$ cat src/rtl/ifetch_requester.sv
// Instruction-fetch initiator: issues sequential word reads, tolerates misses and redirects,
// and buffers returned words in a small FIFO toward decode.
module ifetch_requester #(
    parameter logic [31:0] RESET_PC   = 32'h0000_0000,
    parameter int unsigned FIFO_DEPTH = 2
) (
    input  logic        clk,
    input  logic        reset,
    input  logic        redirect_valid,
    input  logic [31:0] redirect_pc,
    output logic [31:0] mem_address,
    output logic        mem_ren,
    output logic        mem_wen,
    output logic [3:0]  mem_byte_select,
    input  logic        mem_ready,
    input  logic [31:0] mem_rdata,
    output logic        inst_valid,
    output logic [31:0] inst_data,
    output logic [31:0] inst_pc,
    input  logic        inst_ready,
    output logic [31:0] stall_cycles
);

    localparam int unsigned PtrW = $clog2(FIFO_DEPTH);
    localparam int unsigned CntW = PtrW + 1;

    typedef enum logic [1:0] {StFetch, StWait, StDiscard} state_e;

    state_e          r_state, w_state_next;
    logic [31:0]     r_fetch_pc, w_fetch_pc_next;
    logic [31:0]     r_target, w_target_next;
    logic [31:0]     r_fifo_data [FIFO_DEPTH];
    logic [31:0]     r_fifo_pc   [FIFO_DEPTH];
    logic [PtrW-1:0] r_wr_ptr, r_rd_ptr;
    logic [CntW-1:0] r_count;
    logic [31:0]     r_stall_cycles;

    logic        w_has_room, w_ren, w_accept, w_stall, w_push, w_pop;
    logic [31:0] w_redirect_pc;

    assign w_has_room    = (r_count < CntW'(FIFO_DEPTH));
    assign w_redirect_pc = {redirect_pc[31:2], 2'b00};
    assign w_accept      = w_ren && mem_ready;
    assign w_stall       = w_ren && !mem_ready;
    assign w_pop         = inst_ready && (r_count != '0) && !redirect_valid;

    // State register
    always_ff @(posedge clk or negedge reset) begin
        if (!reset) begin
            r_state    <= StFetch;
            r_fetch_pc <= RESET_PC;
            r_target   <= RESET_PC;
        end else begin
            r_state    <= w_state_next;
            r_fetch_pc <= w_fetch_pc_next;
            r_target   <= w_target_next;
        end
    end

    // Next-state logic; an outstanding request is always allowed to finish at its own address
    always_comb begin
        w_state_next    = r_state;
        w_fetch_pc_next = r_fetch_pc;
        w_target_next   = r_target;
        w_push          = 1'b0;
        unique case (r_state)
            StFetch: begin
                if (redirect_valid) begin
                    if (w_stall) begin
                        w_target_next = w_redirect_pc;
                        w_state_next  = StDiscard;
                    end else begin
                        w_fetch_pc_next = w_redirect_pc;
                    end
                end else if (w_accept) begin
                    w_push          = 1'b1;
                    w_fetch_pc_next = r_fetch_pc + 32'd4;
                end else if (w_stall) begin
                    w_state_next = StWait;
                end
            end
            StWait: begin
                if (mem_ready) begin
                    w_state_next = StFetch;
                    if (redirect_valid) begin
                        w_fetch_pc_next = w_redirect_pc;
                    end else begin
                        w_push          = 1'b1;
                        w_fetch_pc_next = r_fetch_pc + 32'd4;
                    end
                end else if (redirect_valid) begin
                    w_target_next = w_redirect_pc;
                    w_state_next  = StDiscard;
                end
            end
            StDiscard: begin
                if (mem_ready) begin
                    w_state_next    = StFetch;
                    w_fetch_pc_next = redirect_valid ? w_redirect_pc : r_target;
                end else if (redirect_valid) begin
                    w_target_next = w_redirect_pc;
                end
            end
            default: w_state_next = StFetch;
        endcase
    end

    // Outputs
    always_comb begin
        w_ren = 1'b1;
        unique case (r_state)
            StFetch: w_ren = w_has_room;
            default: w_ren = 1'b1;
        endcase
    end

    assign mem_ren         = w_ren && reset;
    assign mem_address     = r_fetch_pc;
    assign mem_wen         = 1'b0;
    assign mem_byte_select = 4'b1111;
    assign inst_valid      = (r_count != '0);
    assign inst_data       = r_fifo_data[r_rd_ptr];
    assign inst_pc         = r_fifo_pc[r_rd_ptr];
    assign stall_cycles    = r_stall_cycles;

    always_ff @(posedge clk or negedge reset) begin
        if (!reset) begin
            r_wr_ptr <= '0;
            r_rd_ptr <= '0;
            r_count  <= '0;
        end else if (redirect_valid) begin
            r_wr_ptr <= '0;
            r_rd_ptr <= '0;
            r_count  <= '0;
        end else begin
            if (w_push) r_wr_ptr <= r_wr_ptr + PtrW'(1);
            if (w_pop)  r_rd_ptr <= r_rd_ptr + PtrW'(1);
            if (w_push && !w_pop) begin
                r_count <= r_count + CntW'(1);
            end else if (w_pop && !w_push) begin
                r_count <= r_count - CntW'(1);
            end
        end
    end

    always_ff @(posedge clk or negedge reset) begin
        if (!reset) begin
            for (int i = 0; i < FIFO_DEPTH; i++) begin
                r_fifo_data[i] <= '0;
                r_fifo_pc[i]   <= '0;
            end
        end else if (w_push && !redirect_valid) begin
            r_fifo_data[r_wr_ptr] <= mem_rdata;
            r_fifo_pc[r_wr_ptr]   <= r_fetch_pc;
        end
    end

    always_ff @(posedge clk or negedge reset) begin
        if (!reset) begin
            r_stall_cycles <= '0;
        end else if (w_stall && (r_stall_cycles != 32'hFFFF_FFFF)) begin
            r_stall_cycles <= r_stall_cycles + 32'd1;
        end
    end

endmodule

$ cat config.mk
export PLATFORM = sky130hd
export DESIGN_NAME = ifetch_requester
export DESIGN_NICKNAME = d
export VERILOG_FILES = /design/src/rtl/ifetch_requester.sv
export SDC_FILE = /design/constraint.sdc
export NUM_CORES = 1
export LEC_CHECK = 0
export CAP_MARGIN = 20
export CORE_MARGIN = 2
export CORE_UTILIZATION = 34
export DETAILED_ROUTE_END_ITERATION = 8
export PLACE_DENSITY_LB_ADDON = 0.12
export SKIP_CTS_REPAIR_TIMING = 1
export SYNTH_ARGS = -nofsm -noshare
export SYNTH_HDL_FRONTEND = slang
export SYNTH_SLANG_ARGS = --single-unit
$ cat constraint.sdc
create_clock -name clk -period 4.7 [get_ports clk]
set_clock_uncertainty 0.1 [all_clocks]
set_input_delay 0.705 -clock clk [delete_from_list [all_inputs] [get_ports clk]]
set_output_delay 0.705 -clock clk [all_outputs]
set_load 0.01 [all_outputs]
Yosys cells after proc, flatten, opt, wreduce, memory -nomap -nowiden
Cells that the tools add are included.

Add/sub/neg operators: 6. Magnitude comparators: 4. Equal/unequal tests: 12. Multiplexer cells: 43. Bitwise logic cells: 2. Reduce and logical (&&, ||, !) cells: 25.

Operator list (number): 2-to-1 mux 32 bit (17); bitwise mux 64 bit (2); one-hot mux 32 bit (3 select lines) (1); one-hot mux 32 bit (2 select lines) (1); adder 32 x 1 -> 32 bit (second input constant) (1); adder 32 x 3 -> 32 bit (second input constant) (1); demux 32 bit (select 1 bit) (1); inequality test 32 bit (second input constant) (1); 2-to-1 mux 2 bit (10); inequality test 3 bit (second input constant) (4); logical AND 1 bit (10); inequality test 2 bit (second input constant) (5); 2-to-1 mux 1 bit (9); AND reduction 4 bit (2); nonzero test 2 bit (4); one-hot mux 2 bit (3 select lines) (1); nonzero test 3 bit (2); AND reduction 5 bit (1); >= comparator 2 bit (second input constant) (2); logical NOT 1 bit (4); inverter 1 -> 2 bit (2); adder 1 bit (second input constant) (2); adder 2 x 1 -> 2 bit (second input constant) (1); equality test 2 x 1 -> 1 bit (second input constant) (1); 7 further kinds (7).

Register bits after elaboration: 230. Word-level logic and storage cells: 103.

Depth between registers and ports, before layout
Word-level depth: 11. Mapped depth: 10. Gate-level depth less buffers: 7.

Worst setup path before layout
Ideal clock, no wire load.

Path kind: flip-flop to flip-flop. Start: reg r_state[0]. End: reg r_fifo_data[16] in the netlist's numbering. Setup time: 0.125 ns. Arrival time: 2.040 ns. Required time: 4.475 ns. Path slack: 2.435 ns. Stages on the path, launching flop included: 10. Path buffers: 2. Period minus slack after synthesis: 2.265 ns. Cell sequence: dfrtp_1 -> inv_1 -> ha_1 -> buf_2 -> nor2b_2 -> o211ai_2 -> inv_1 -> nand2_1 -> buf_4 -> mux2_2.

Cells in the longest elaborated chain, start to end: 7. Elaborated cells on any way between the ends: 8. Classes of those cells: eq/ne: 1; mux: 4; reduce/logical: 3.

Ends and longest elaborated chain: start: declaration (line 29) `state_e r_state, w_state_next;`; start signal: assignment (line 50) `r_state <= StFetch;`; start signal: assignment (line 54) `r_state <= w_state_next;`; logical NOT 2 bit (line 66, 111); 2-to-1 mux 1 bit (line 111) `unique case (r_state)`; logical AND 1 bit (line 43) `assign w_accept = w_ren && mem_ready;`; 2-to-1 mux 1 bit (line 75) `end else if (w_accept) begin`; 2-to-1 mux 1 bit (line 68) `if (redirect_valid) begin`; one-hot mux 1 bit (2 select lines) (*) (line 66) `unique case (r_state)`; logical AND 1 bit (*) (line 152) `end else if (w_push && !redirect_valid) begin`; end signal: indexed assignment (line 153) `r_fifo_data[r_wr_ptr] <= mem_rdata;`; end: declaration (line 32) `logic [31:0] r_fifo_data [FIFO_DEPTH];`.

Mark *: on every way between the ends. The rest lies on a longest branch, timed or not. A chain may end at the register's enable or synchronous reset.

Worst setup path in the final report
Start: reg r_rd_ptr. End: out inst_pc[10].

Cells in the longest elaborated chain, start to end: 4.

Ends and longest elaborated chain: start: declaration (line 34) `logic [PtrW-1:0] r_wr_ptr, r_rd_ptr;`; start signal: assignment (line 137) `if (w_pop) r_rd_ptr <= r_rd_ptr + PtrW'(1);`; inverter 1 -> 2 bit (not written as such) (line 123) `assign inst_pc = r_fifo_pc[r_rd_ptr];`; 2-to-1 mux 32 bit (not written as such) (3 in series) (line 123); end: declaration (line 19) `output logic [31:0] inst_pc,`.

Every way passes these cells. The select of a mux whose other input is x is not followed.

==> report_table.html <==
<table>
<tr><th>Metric</th><th>Value</th></tr>
<tr><th colspan="2">Floorplan</th></tr>
<tr><td>Die X-Extent</td><td>183 um</td></tr>
<tr><td>Core Box Area</td><td>31600 um2</td></tr>
<tr><td># rows</td><td>65</td></tr>
<tr><td>Height of the chip</td><td>183 um</td></tr>
<tr><td>Effective utilization at floorplan</td><td>34.6%</td></tr>
<tr><td>I/O pin count</td><td>204</td></tr>
<tr><td>Die Area</td><td>33600 um2</td></tr>
<tr><th colspan="2">Setup path</th></tr>
<tr><td>Crit path launch type</td><td>register</td></tr>
<tr><td>Flop-to-flop setup slack</td><td>1.68 ns</td></tr>
<tr><td>Worst setup path category</td><td>register to output port</td></tr>
<tr><td>Critical Path End Type</td><td>output port</td></tr>
<tr><td>Required @ worst endpoint</td><td>3.89 ns</td></tr>
<tr><td>FF-to-FF End</td><td>r_fifo_data[16]</td></tr>
<tr><td>FF-to-FF path depth</td><td>7</td></tr>
<tr><td>R2R Path Start</td><td>r_state[0]</td></tr>
<tr><td>CP arrival</td><td>2.65 ns</td></tr>
<tr><td>Worst-path maximum fanout</td><td>65</td></tr>
<tr><th colspan="2">STA</th></tr>
<tr><td>Shortest period the worst path allows</td><td>3.45 ns</td></tr>
<tr><td>Worst Setup Slack, final</td><td>1.25 ns</td></tr>
<tr><td>Max Clk Rate</td><td>290 MHz</td></tr>
<tr><td>Transition time of the tightest slew-check pin</td><td>1.04 ns</td></tr>
<tr><td>Headroom to the max-slew limit</td><td>30.5%</td></tr>
<tr><td>Number of hold violations in the final report</td><td>0</td></tr>
<tr><td>Setup repair after global routing missed its margin</td><td>no</td></tr>
<tr><td>Tcrit/Tclk final</td><td>73.5%</td></tr>
<tr><td>Worst hold slack</td><td>0.386 ns</td></tr>
<tr><td>Final number of setup-violating endpoints</td><td>0</td></tr>
<tr><td>Max-slew violation count</td><td>0</td></tr>
<tr><td>Setup tns final</td><td>0 ns</td></tr>
<tr><th colspan="2">Clocking</th></tr>
<tr><td>Clock tree from TritonCTS</td><td>yes</td></tr>
<tr><td>H-tree depth</td><td>1</td></tr>
<tr><td>Max Root-Sink Buffers</td><td>3</td></tr>
<tr><td>Clock sinks</td><td>230</td></tr>
<tr><td>Clock input transition at the sequential cells of the worst setup and hold paths</td><td>0.06 ns</td></tr>
<tr><td>Number of clock buffers inserted by TritonCTS</td><td>28</td></tr>
<tr><td>Root buffer cell</td><td>sky130_fd_sc_hd__clkbuf_16</td></tr>
<tr><td>Clk_lat worst skew</td><td>0.53 ns</td></tr>
<tr><th colspan="2">Power</th></tr>
<tr><td>Pwr/cell area</td><td>607 nW/um2</td></tr>
<tr><td>Lkg Pwr</td><td>5.95 nW</td></tr>
<tr><td>Worst-case vdd ir drop</td><td>254 uV</td></tr>
<tr><th colspan="2">Finish</th></tr>
<tr><td>Cell Count, Final, Fillers Out</td><td>1479</td></tr>
<tr><td>Final Net Count</td><td>1135</td></tr>
<tr><td>Area Overhead vs Synth</td><td>29.3%</td></tr>
<tr><td>Fraction of layout cells with a size suffix above 1</td><td>26.9%</td></tr>
<tr><td>Commonest non-fill, non-tap cell in the layout</td><td>sky130_fd_sc_hd__dfrtp_1</td></tr>
<tr><td>Fill count</td><td>2939</td></tr>
<tr><td>Commonest cells after routing, fill and taps aside</td><td>sky130_fd_sc_hd__dfrtp_1 (229), sky130_fd_sc_hd__mux2_2 (220), sky130_fd_sc_hd__clkdlybuf4s50_1 (195), sky130_fd_sc_hd__o21ai_0 (50), sky130_fd_sc_hd__nand3_1 (36)</td></tr>
<tr><th colspan="2">Drt</th></tr>
<tr><td>Number of remaining DRC errors</td><td>0</td></tr>
<tr><td>Routed length per instance</td><td>18.8 um</td></tr>
<tr><td>Drt first-iter violations</td><td>405</td></tr>
<tr><td>Wire length reported by the detailed router</td><td>27800 um</td></tr>
<tr><td>Drt via density</td><td>5.18</td></tr>
<tr><td>Count of TritonRoute iterations in the first routing pass</td><td>5</td></tr>
<tr><td>Residual antenna-violating net count after detailed routing</td><td>0</td></tr>
<tr><td>Via total after detailed routing</td><td>7654</td></tr>
<tr><th colspan="2">GRT</th></tr>
<tr><td>Global-route wire length before repair</td><td>44100 um</td></tr>
<tr><td>Number of antenna violations at the first check in global routing</td><td>2</td></tr>
<tr><td>Via count of the first global-routing pass</td><td>7712</td></tr>
<tr><td>Combined global-route utilization of all metal layers</td><td>16.4%</td></tr>
<tr><td>Maximum number of pins on one net before global-route repair</td><td>145</td></tr>
<tr><td>GRT Residual Overflow</td><td>0</td></tr>
<tr><th colspan="2">Status</th></tr>
<tr><td>Status</td><td>completed</td></tr>
<tr><th colspan="2">Synth</th></tr>
<tr><td>Seq cells post-synth</td><td>230</td></tr>
<tr><td>Predominant post-synthesis flop cell</td><td>sky130_fd_sc_hd__dfrtp_1</td></tr>
<tr><td>Post-Synthesis Cells</td><td>877</td></tr>
<tr><td>FFs w/ async S/R, synth</td><td>100%</td></tr>
<tr><td>Synth unique cells</td><td>63</td></tr>
<tr><td>Synthesized cell area</td><td>10900 um2</td></tr>
<tr><td>Number of flops mapped to enable cells by yosys</td><td>0</td></tr>
<tr><td>Share of synthesized area occupied by flip-flops and latches</td><td>52.6%</td></tr>
<tr><td>Average cell area after synthesis</td><td>12.5 um2</td></tr>
<tr><td>YS warnings</td><td>0</td></tr>
<tr><th colspan="2">Placement</th></tr>
<tr><td>Number of port buffers</td><td>196</td></tr>
<tr><td>Placed Cells</td><td>1431</td></tr>
<tr><td>Weighted congestion reported at the end of routability-driven placement</td><td>0.745</td></tr>
<tr><td>Worst slack at placement</td><td>1.31 ns</td></tr>
<tr><td>Placed wire-length estimate</td><td>17600 um</td></tr>
<tr><th colspan="2">Hold path</th></tr>
<tr><td>Worst Hold Endpoint</td><td>r_fifo_data[6]</td></tr>
<tr><td>WHS Path Cells</td><td>1</td></tr>
<tr><td>Kind of path behind the tightest hold check</td><td>register to register</td></tr>
<tr><td>Worst Hold Launch</td><td>r_fifo_data[6]</td></tr>
<tr><th colspan="2">Run</th></tr>
<tr><td>Number of max-cap violations</td><td>0</td></tr>
</table>
-- critical path, cell delays in order, from the launching register on --
cell and delay [ns]:
sky130_fd_sc_hd__dfrtp_4 1.08, sky130_fd_sc_hd__mux2_2 0.43, sky130_fd_sc_hd__clkdlybuf4s50_1 0.53
-- state kept, by name, summed over array words and instances, names as in the netlist --
name and count:
r_wr_ptr 1, r_target 32, r_state 2, r_rd_ptr 1, r_count 2, r_fifo_data 64
stall_cycles 32, mem_address 32, r_fifo_pc 64
-- cell families (layout without fill, tap and decap cells) --
logic type                 after synthesis  after routing  share of synthesized area [%]
muxes                                  227            227                           23.3
other                                    2              6                         0.0686
AOI/OAI and AO/OA                      132            132                           8.25
adders and majority gates                6              6                          0.686
and+or+nand+nor                        181            181                           9.48
xor gates and xnor gates                33             33                           2.64
DFF                                    230            230                           52.6
buffers and inverters                   66            262                           2.96
-- synthesized netlist by cell type, types with 4 or more instances --
cell type / n / share of area, %
sky130_fd_sc_hd__xor2_1: 5 / 0.40
sky130_fd_sc_hd__o21ai_0: 50 / 2.3
sky130_fd_sc_hd__a22oi_1: 7 / 0.48
sky130_fd_sc_hd__nor2_1: 35 / 1.2
sky130_fd_sc_hd__nor2b_1: 5 / 0.29
sky130_fd_sc_hd__buf_2: 10 / 0.46
sky130_fd_sc_hd__nand2_1: 25 / 0.86
sky130_fd_sc_hd__and3_1: 15 / 0.86
sky130_fd_sc_hd__xnor2_1: 28 / 2.2
sky130_fd_sc_hd__a31oi_1: 8 / 0.46
sky130_fd_sc_hd__a222oi_1: 5 / 0.46
sky130_fd_sc_hd__inv_1: 12 / 0.41
sky130_fd_sc_hd__ha_1: 6 / 0.69
sky130_fd_sc_hd__nand3_1: 36 / 1.6
sky130_fd_sc_hd__and2_1: 8 / 0.46
sky130_fd_sc_hd__a21oi_1: 16 / 0.73
sky130_fd_sc_hd__and4_1: 6 / 0.48
sky130_fd_sc_hd__clkbuf_1: 24 / 0.82
sky130_fd_sc_hd__a22o_1: 13 / 1.0
sky130_fd_sc_hd__mux2_2: 220 / 23
sky130_fd_sc_hd__nor3_1: 9 / 0.41
sky130_fd_sc_hd__dfrtp_1: 230 / 53
sky130_fd_sc_hd__buf_4: 17 / 1.2
sky130_fd_sc_hd__nand4_1: 22 / 1.3
sky130_fd_sc_hd__mux2_1: 4 / 0.41
-- per-layer routing --
layer	part of all wire, %	up-vias	track usage, %
met4	1.9	2	3.81
li1	-	3588	-
met1	48	3837	23.8
met2	45	191	24.9
met5	0.047	-	0
met3	5.6	36	3.84
-- area by class of cell --
| type | count | area [um2] | share of cell area (%) |
|---|---|---|---|
| flip-flops and latches | 230 | 5760 | 40.7 |
| multi-input cells | 584 | 4900 | 34.6 |
| diodes | 1 | 2.50 | 0.0177 |
| repair buffers | 204 | 2050 | 14.5 |
| clock inverters | 4 | 45.0 | 0.318 |
| inverters | 12 | 45.0 | 0.318 |
| clock buffers | 42 | 845 | 5.97 |
| well taps | 402 | 503 | 3.55 |
-- worst max-delay path by stage --
stage | end | startpoint | depth (start not counted) | slack (ns)
after global routing | inst_pc[11] | r_rd_ptr | 2 | 1.13
after global placement | r_target[21] | redirect_valid | 6 | 1.32
after detailed placement | mem_address[31] | redirect_valid | 7 | 1.31
after CTS | inst_pc[11] | r_rd_ptr | 2 | 1.23
after floorplan | r_fifo_data[16] | r_state[0] | 9 | 2.44
final | inst_pc[10] | r_rd_ptr | 2 | 1.25
-- stage by stage --
step | utilization (%) | power [mW] | cell area, um2
finish | 44.7 | 8.59 | 14200
global route | 44.7 | 9.15 | 14100
CTS | 44.7 | 8.71 | 14100
detailed placement | 41.9 | 6.56 | 13300
global placement | 41.9 | 6.50 | 13300
floorplan | - | 5.10 | 11000
-- report_power, final --
group / total, mW / leakage (nW) / internal [mW] / switching (mW)
registers: 3.42 / 2.91 / 2.76 / 0.666
logic: 3.06 / 2.60 / 1.81 / 1.25
clock network: 2.10 / 0.441 / 1.28 / 0.823
No activity file was read; power rests on OpenSTA's default activity.
